--- config.mk ---
export PLATFORM = sky130hd
export DESIGN_NAME = cpu6502_int_ctl
export DESIGN_NICKNAME = d
export VERILOG_FILES = /design/src/rtl/cpu6502_int_ctl_pkg.sv /design/src/rtl/cpu6502_sync.sv /design/src/rtl/cpu6502_int_ctl.sv
export SDC_FILE = /design/constraint.sdc
export NUM_CORES = 1
export LEC_CHECK = 0
export ABC_AREA = 1
export ABC_CLOCK_PERIOD_IN_PS = 3600
export BUFFER_PORTS_ARGS = -buffer_cell sky130_fd_sc_hd__buf_2
export CAP_MARGIN = 20
export CORE_MARGIN = 4
export CORE_UTILIZATION = 53
export DETAILED_ROUTE_END_ITERATION = 8
export PLACE_DENSITY = 0.85
export RECOVER_POWER = 50
export SLEW_MARGIN = 20
export SYNTH_ARGS = -nofsm -noshare
export SYNTH_HDL_FRONTEND = slang
export SYNTH_SLANG_ARGS = --single-unit
--- constraint.sdc ---
create_clock -name clk -period 3.6 [get_ports clk]
set_input_delay 0.72 -clock clk [delete_from_list [all_inputs] [get_ports clk]]
set_output_delay 0.72 -clock clk [all_outputs]
set_load 0.005 [all_outputs]
--- src/rtl/cpu6502_int_ctl_pkg.sv ---
// rtl/cpu6502_int_ctl_pkg.sv - shared encodings and vector defaults for the interrupt sequencer
package cpu6502_int_ctl_pkg;

  typedef enum logic [1:0] {
    ICTL_RST  = 2'd0,
    ICTL_IDLE = 2'd1,
    ICTL_INT  = 2'd2,
    ICTL_VHI  = 2'd3
  } ictl_state_e;

  localparam logic [7:0] VEC_NMI_DEF = 8'hFA;
  localparam logic [7:0] VEC_RST_DEF = 8'hFC;
  localparam logic [7:0] VEC_IRQ_DEF = 8'hFE;

  // Position of B in reg_p; the pushed copy comes from b_flag.
  localparam int PF_B = 4;

  function automatic logic [7:0] pick_vector(input logic nmi_sel,
                                             input logic [7:0] vec_nmi,
                                             input logic [7:0] vec_irq);
    return nmi_sel ? vec_nmi : vec_irq;
  endfunction

endpackage

--- src/rtl/cpu6502_sync.sv ---
// rtl/cpu6502_sync.sv - N-stage pin synchroniser, pass-through when STAGES is 0
module cpu6502_sync #(
  parameter int STAGES = 2
) (
  input  logic clk,
  input  logic reset,
  input  logic d,
  output logic q
);

  generate
    if (STAGES == 0) begin : g_bypass
      logic unused_bypass;
      assign unused_bypass = clk ^ reset;
      assign q = d;
    end else begin : g_chain
      logic [STAGES-1:0] sr;
      always_ff @(posedge clk) begin
        if (reset) begin
          sr <= '0;
        end else begin
          sr[0] <= d;
          for (int i = 1; i < STAGES; i++) sr[i] <= sr[i-1];
        end
      end
      assign q = sr[STAGES-1];
    end
  endgenerate

endmodule

--- src/rtl/cpu6502_int_ctl.sv ---
// rtl/cpu6502_int_ctl.sv - NMI/IRQ/reset sequencer: forces BRK, holds PC, supplies vector and B bit
module cpu6502_int_ctl
  import cpu6502_int_ctl_pkg::*;
#(
  parameter int         SYNC_STAGES = 2,
  parameter logic [7:0] VEC_NMI     = VEC_NMI_DEF,
  parameter logic [7:0] VEC_RST     = VEC_RST_DEF,
  parameter logic [7:0] VEC_IRQ     = VEC_IRQ_DEF
) (
  input  logic       clk,
  input  logic       reset,
  input  logic       nmi,
  input  logic       irq,
  input  logic       ready,
  input  logic       last_cyc,
  input  logic       i_flag,
  input  logic       vec_fetch,
  output logic       force_brk,
  output logic       pc_hold,
  output logic       wr_inhibit,
  output logic       b_flag,
  output logic [7:0] vector_lo,
  output logic       set_i,
  output logic       nmi_pending,
  output logic       irq_pending
);

  logic        nmi_s, irq_s, nmi_prev, nmi_latch, nmi_edge, vf_en, nmi_sel;
  logic        vhi_wr, vhi_b;
  logic [7:0]  vec_hold;
  ictl_state_e state;

  cpu6502_sync #(.STAGES(SYNC_STAGES)) u_sync_nmi (
    .clk(clk), .reset(reset), .d(nmi), .q(nmi_s)
  );

  cpu6502_sync #(.STAGES(SYNC_STAGES)) u_sync_irq (
    .clk(clk), .reset(reset), .d(irq), .q(irq_s)
  );

  assign vf_en       = vec_fetch & ready;
  assign nmi_edge    = nmi_s & ~nmi_prev;
  assign irq_pending = irq_s & ~i_flag;
  assign nmi_pending = nmi_latch;
  assign set_i       = vf_en;
  // The NMI vector is only ever live in IDLE (software BRK) and INT.
  assign nmi_sel     = nmi_latch & ((state == ICTL_IDLE) | (state == ICTL_INT));

  always_ff @(posedge clk) begin
    nmi_prev <= nmi_s;
  end

  always_ff @(posedge clk) begin
    if (reset) begin
      nmi_latch <= 1'b0;
    end else if (nmi_edge) begin
      nmi_latch <= 1'b1;
    end else if (vf_en && nmi_sel) begin
      nmi_latch <= 1'b0;
    end
  end

  always_ff @(posedge clk) begin
    if (reset) begin
      state    <= ICTL_RST;
      vec_hold <= VEC_RST;
      vhi_wr   <= 1'b1;
      vhi_b    <= 1'b0;
    end else if (ready) begin
      if (vec_fetch) begin
        vec_hold <= vector_lo;
        vhi_wr   <= wr_inhibit;
        vhi_b    <= b_flag;
      end
      case (state)
        ICTL_RST:  if (vec_fetch) state <= ICTL_VHI;
        ICTL_IDLE: if (last_cyc && (nmi_latch || irq_pending)) state <= ICTL_INT;
        ICTL_INT:  if (vec_fetch) state <= ICTL_VHI;
        default:   state <= ICTL_IDLE;
      endcase
    end
  end

  always_comb begin
    force_brk  = 1'b0;
    pc_hold    = 1'b0;
    wr_inhibit = 1'b0;
    b_flag     = 1'b1;
    vector_lo  = pick_vector(nmi_latch, VEC_NMI, VEC_IRQ);
    case (state)
      ICTL_RST: begin
        force_brk  = 1'b1;
        pc_hold    = 1'b1;
        wr_inhibit = 1'b1;
        b_flag     = 1'b0;
        vector_lo  = VEC_RST;
      end
      ICTL_INT: begin
        force_brk = 1'b1;
        pc_hold   = 1'b1;
        b_flag    = 1'b0;
      end
      ICTL_VHI: begin
        pc_hold    = 1'b1;
        wr_inhibit = vhi_wr;
        b_flag     = vhi_b;
        vector_lo  = vec_hold;
      end
      default: ;
    endcase
  end

endmodule

==> impl_metrics.yaml <==
yosys:
  synth_top_family_by_area: "simple AND/OR/NAND/NOR gates"
  yosys_warnings: 0
  seq_area_frac_synth: 0.434
  synth.distinct_cells: 17
  synth_simple_gate_area_frac: 0.204
  yosys-mux-area-fraction: 0
  synthAdderAreaFrac: 0.0905
  syn-num-nets: 125
  ys_seq_elements: 18
  synth_area_per_cell_um2: 7.47
  synthCells: 111
  synth_area_um2: 830
  synth_compound_area_frac: 0.149
  synth_xor_area_frac: 0
clocking:
  cts_htree_levels: 1
  path_clk_slew_ns: 0.10
  cts_made_buffers: 3
  cts_sinks: 18
  cts-root-buf: "clkbuf_4"
  cts_hold_buf: 0
  clk_latency_ns: 0.29
  cts_resized: 0
  ctsLongestPathBuffers: 2
  cts_tree: "done"
  postCtsSetupRepairBufs: 0
placement:
  place.gp.congestion: 0.781
  placed_cells: 147
  portBuffers: 22
  dpl.hpwl_mm: 1.21
grt:
  use_met3: 0.0263
  grt_max_degree: 13
  gr-usage-met2: 0.291
  met1_usage: 0.197
  grt_antenna_before_repair: 0
  grt_pass1_wl_mm: 2.67
  grt_overflow: 0
  grtUsageTotal: 0.169
  grt-busiest-layer: "met2"
  grt_pass1_vias: 638
power:
  power_uw: 444
  powerDensity_nw_per_um2: 460
  leakage_uw: 0.000518
  peakVddDrop_mv: 0.304
floorplan:
  num_rows: 14
  die_area_um2: 2260
  start_util: 0.557
  die_width_um: 47.6
  core_area_um2: 1490
  dieHeight_um: 47.6
  ioPinCount: 23
critical_path:
  reg2reg_to: "state[1]$_SDFFE_PP0P_"
  worstPathRequired_ns: 2.88
  regToRegStartpoint: "state[0]$_SDFFE_PP0P_"
  rr_worst_depth: 8
  end_kind: "primary output"
  crit_path_start_kind: "register"
  critical_path_class: "reg -> out"
  critPathMaxFanout: 6
  arrival_ns: 1.74
  worstSetupStartpoint: "state[0]$_SDFFE_PP0P_"
  rrSetupSlack_ns: 2.06
detailed_routing:
  routed_wl_mm: 1.58
  drt_pre_antenna_iters: 4
  via_count: 739
  antenna_left: 0
  wire_per_inst_um: 10.5
  drcViolationCount: 0
  first_iter_violations: 18
  viasPerCell: 4.89
sta:
  maxSlewViolCount: 0
  skew_ns: 0.00785
  max_slew_margin: 0.653
  rsz0062_at_grt: "false"
  finalSetupViolations: 0
  min_period_over_period: 0.684
  hold_slack_ns: 0.359
  tightest_slew_ns: 0.521
  finalSetupTns_ns: 0
  period_needed_ns: 2.46
  hold_viol: 0
  clock.fmax_mhz: 406
cells_and_area:
  n_fill_cell: 132
  syn_to_final_growth_pct: 16.3
  fin_cells: 151
  drive_above_1_share: 0.200
  nNetsFinal: 150
  diodes: 0
worst_hold_path:
  min_path_cells: 0
  min_path_type: "reg -> reg"
  min_to: "nmi_prev$_DFF_P_"
  hp-start: "u_sync_nmi.g_chain.sr[1]$_SDFF_PP0_"
outcome:
  status: "complete, no violations"
flow_run:
  max-cap-violations: 0
==> critical path: stages, from the launching register on <==
cell	delay (ns)
dfxtp_1	0.45
inv_1	0.09
ha_1	0.33
inv_1	0.06
nand2_1	0.07
inv_1	0.09
a22oi_1	0.19
buf_2	0.15
==> cell usage after synthesis <==
cell type / count / area share
nand2_4: 1 / 0.014
inv_2: 2 / 0.0091
dfxtp_1: 18 / 0.43
inv_1: 22 / 0.10
nor2_1: 9 / 0.041
clkbuf_1: 1 / 0.0045
buf_4: 1 / 0.0091
o21ai_0: 10 / 0.060
a211oi_1: 1 / 0.0091
o21ai_2: 1 / 0.011
nor2_4: 1 / 0.014
nand3_1: 2 / 0.012
nor2_2: 2 / 0.015
a22oi_2: 1 / 0.015
nand2_1: 24 / 0.11
a21oi_1: 9 / 0.054
ha_1: 6 / 0.090
==> area by class of cell <==
class,instances,area (um2),area share
Tap cell,16,20.0,0.0208
Timing Repair Buffer,22,108,0.112
Sequential cell,18,360,0.374
Multi-Input combinational cell,67,350,0.363
Inverter,24,90.1,0.0934
Clock buffer,4,36.3,0.0376
==> cell families (layout without fill, tap and decap cells) <==
| group | count (synthesis) | count (layout) |
|---|---|---|
| buffers and inverters | 26 | 50 |
| adders and majority gates | 6 | 6 |
| and+or+nand+nor | 39 | 39 |
| AOI/OAI and AO/OA | 22 | 22 |
| DFF | 18 | 18 |
==> worst max-delay path by stage <==
stage	to	slack [ns]	cells after the start
final	vector_lo[2]	1.14	7
after global routing	vector_lo[2]	0.95	7
after CTS	vector_lo[2]	1.19	7
after global placement	vector_lo[2]	1.61	4
after detailed placement	vector_lo[2]	1.54	7
after floorplan	vector_lo[2]	1.78	6
==> layer usage <==
metal	wire, um	share of wire
met1	704	0.45
met2	719	0.45
met3	119	0.075
met4	39	0.025
met5	0	0
==> power breakdown <==
| part | total [uW] | switching (uW) | leakage, uW | internal, uW |
|---|---|---|---|---|
| Sequential | 221 | 8.28 | 0.000148 | 212 |
| Combinational | 102 | 59.1 | 0.000349 | 42.9 |
| Clock | 121 | 59.6 | 0.0000210 | 61.7 |
==> metrics by stage <==
step	utilization	setup slack, ns	cell area, um2
finish	0.648	1.14	965
detailed placement	0.637	1.54	948
CTS	0.661	1.19	985
global route	0.648	0.946	965
global placement	0.637	1.61	948
floorplan	-	1.78	830
==> sequential cells by signal, summed over array words and instances, names as in the netlist <==
register               cells
vec_hold                   8
state                      2
u_sync_irq.g_chain.sr      2
u_sync_nmi.g_chain.sr      2
nmi_pending                1
nmi_prev                   1
vhi_b                      1
vhi_wr                     1
==> placed cells by master, fill, tap and decap left out <==
cell type and n:
a211oi_1 1, a21oi_1 9, a22oi_1 1, buf_2 20, clkbuf_1 2, clkbuf_4 3
clkbuf_8 1, dfxtp_1 18, ha_1 6, inv_1 23, inv_2 1, nand2_1 24
nand2_4 1, nand3_1 2, nor2_1 12, o21ai_0 10, o21ai_2 1
No activity file was read; power rests on OpenSTA's default activity.
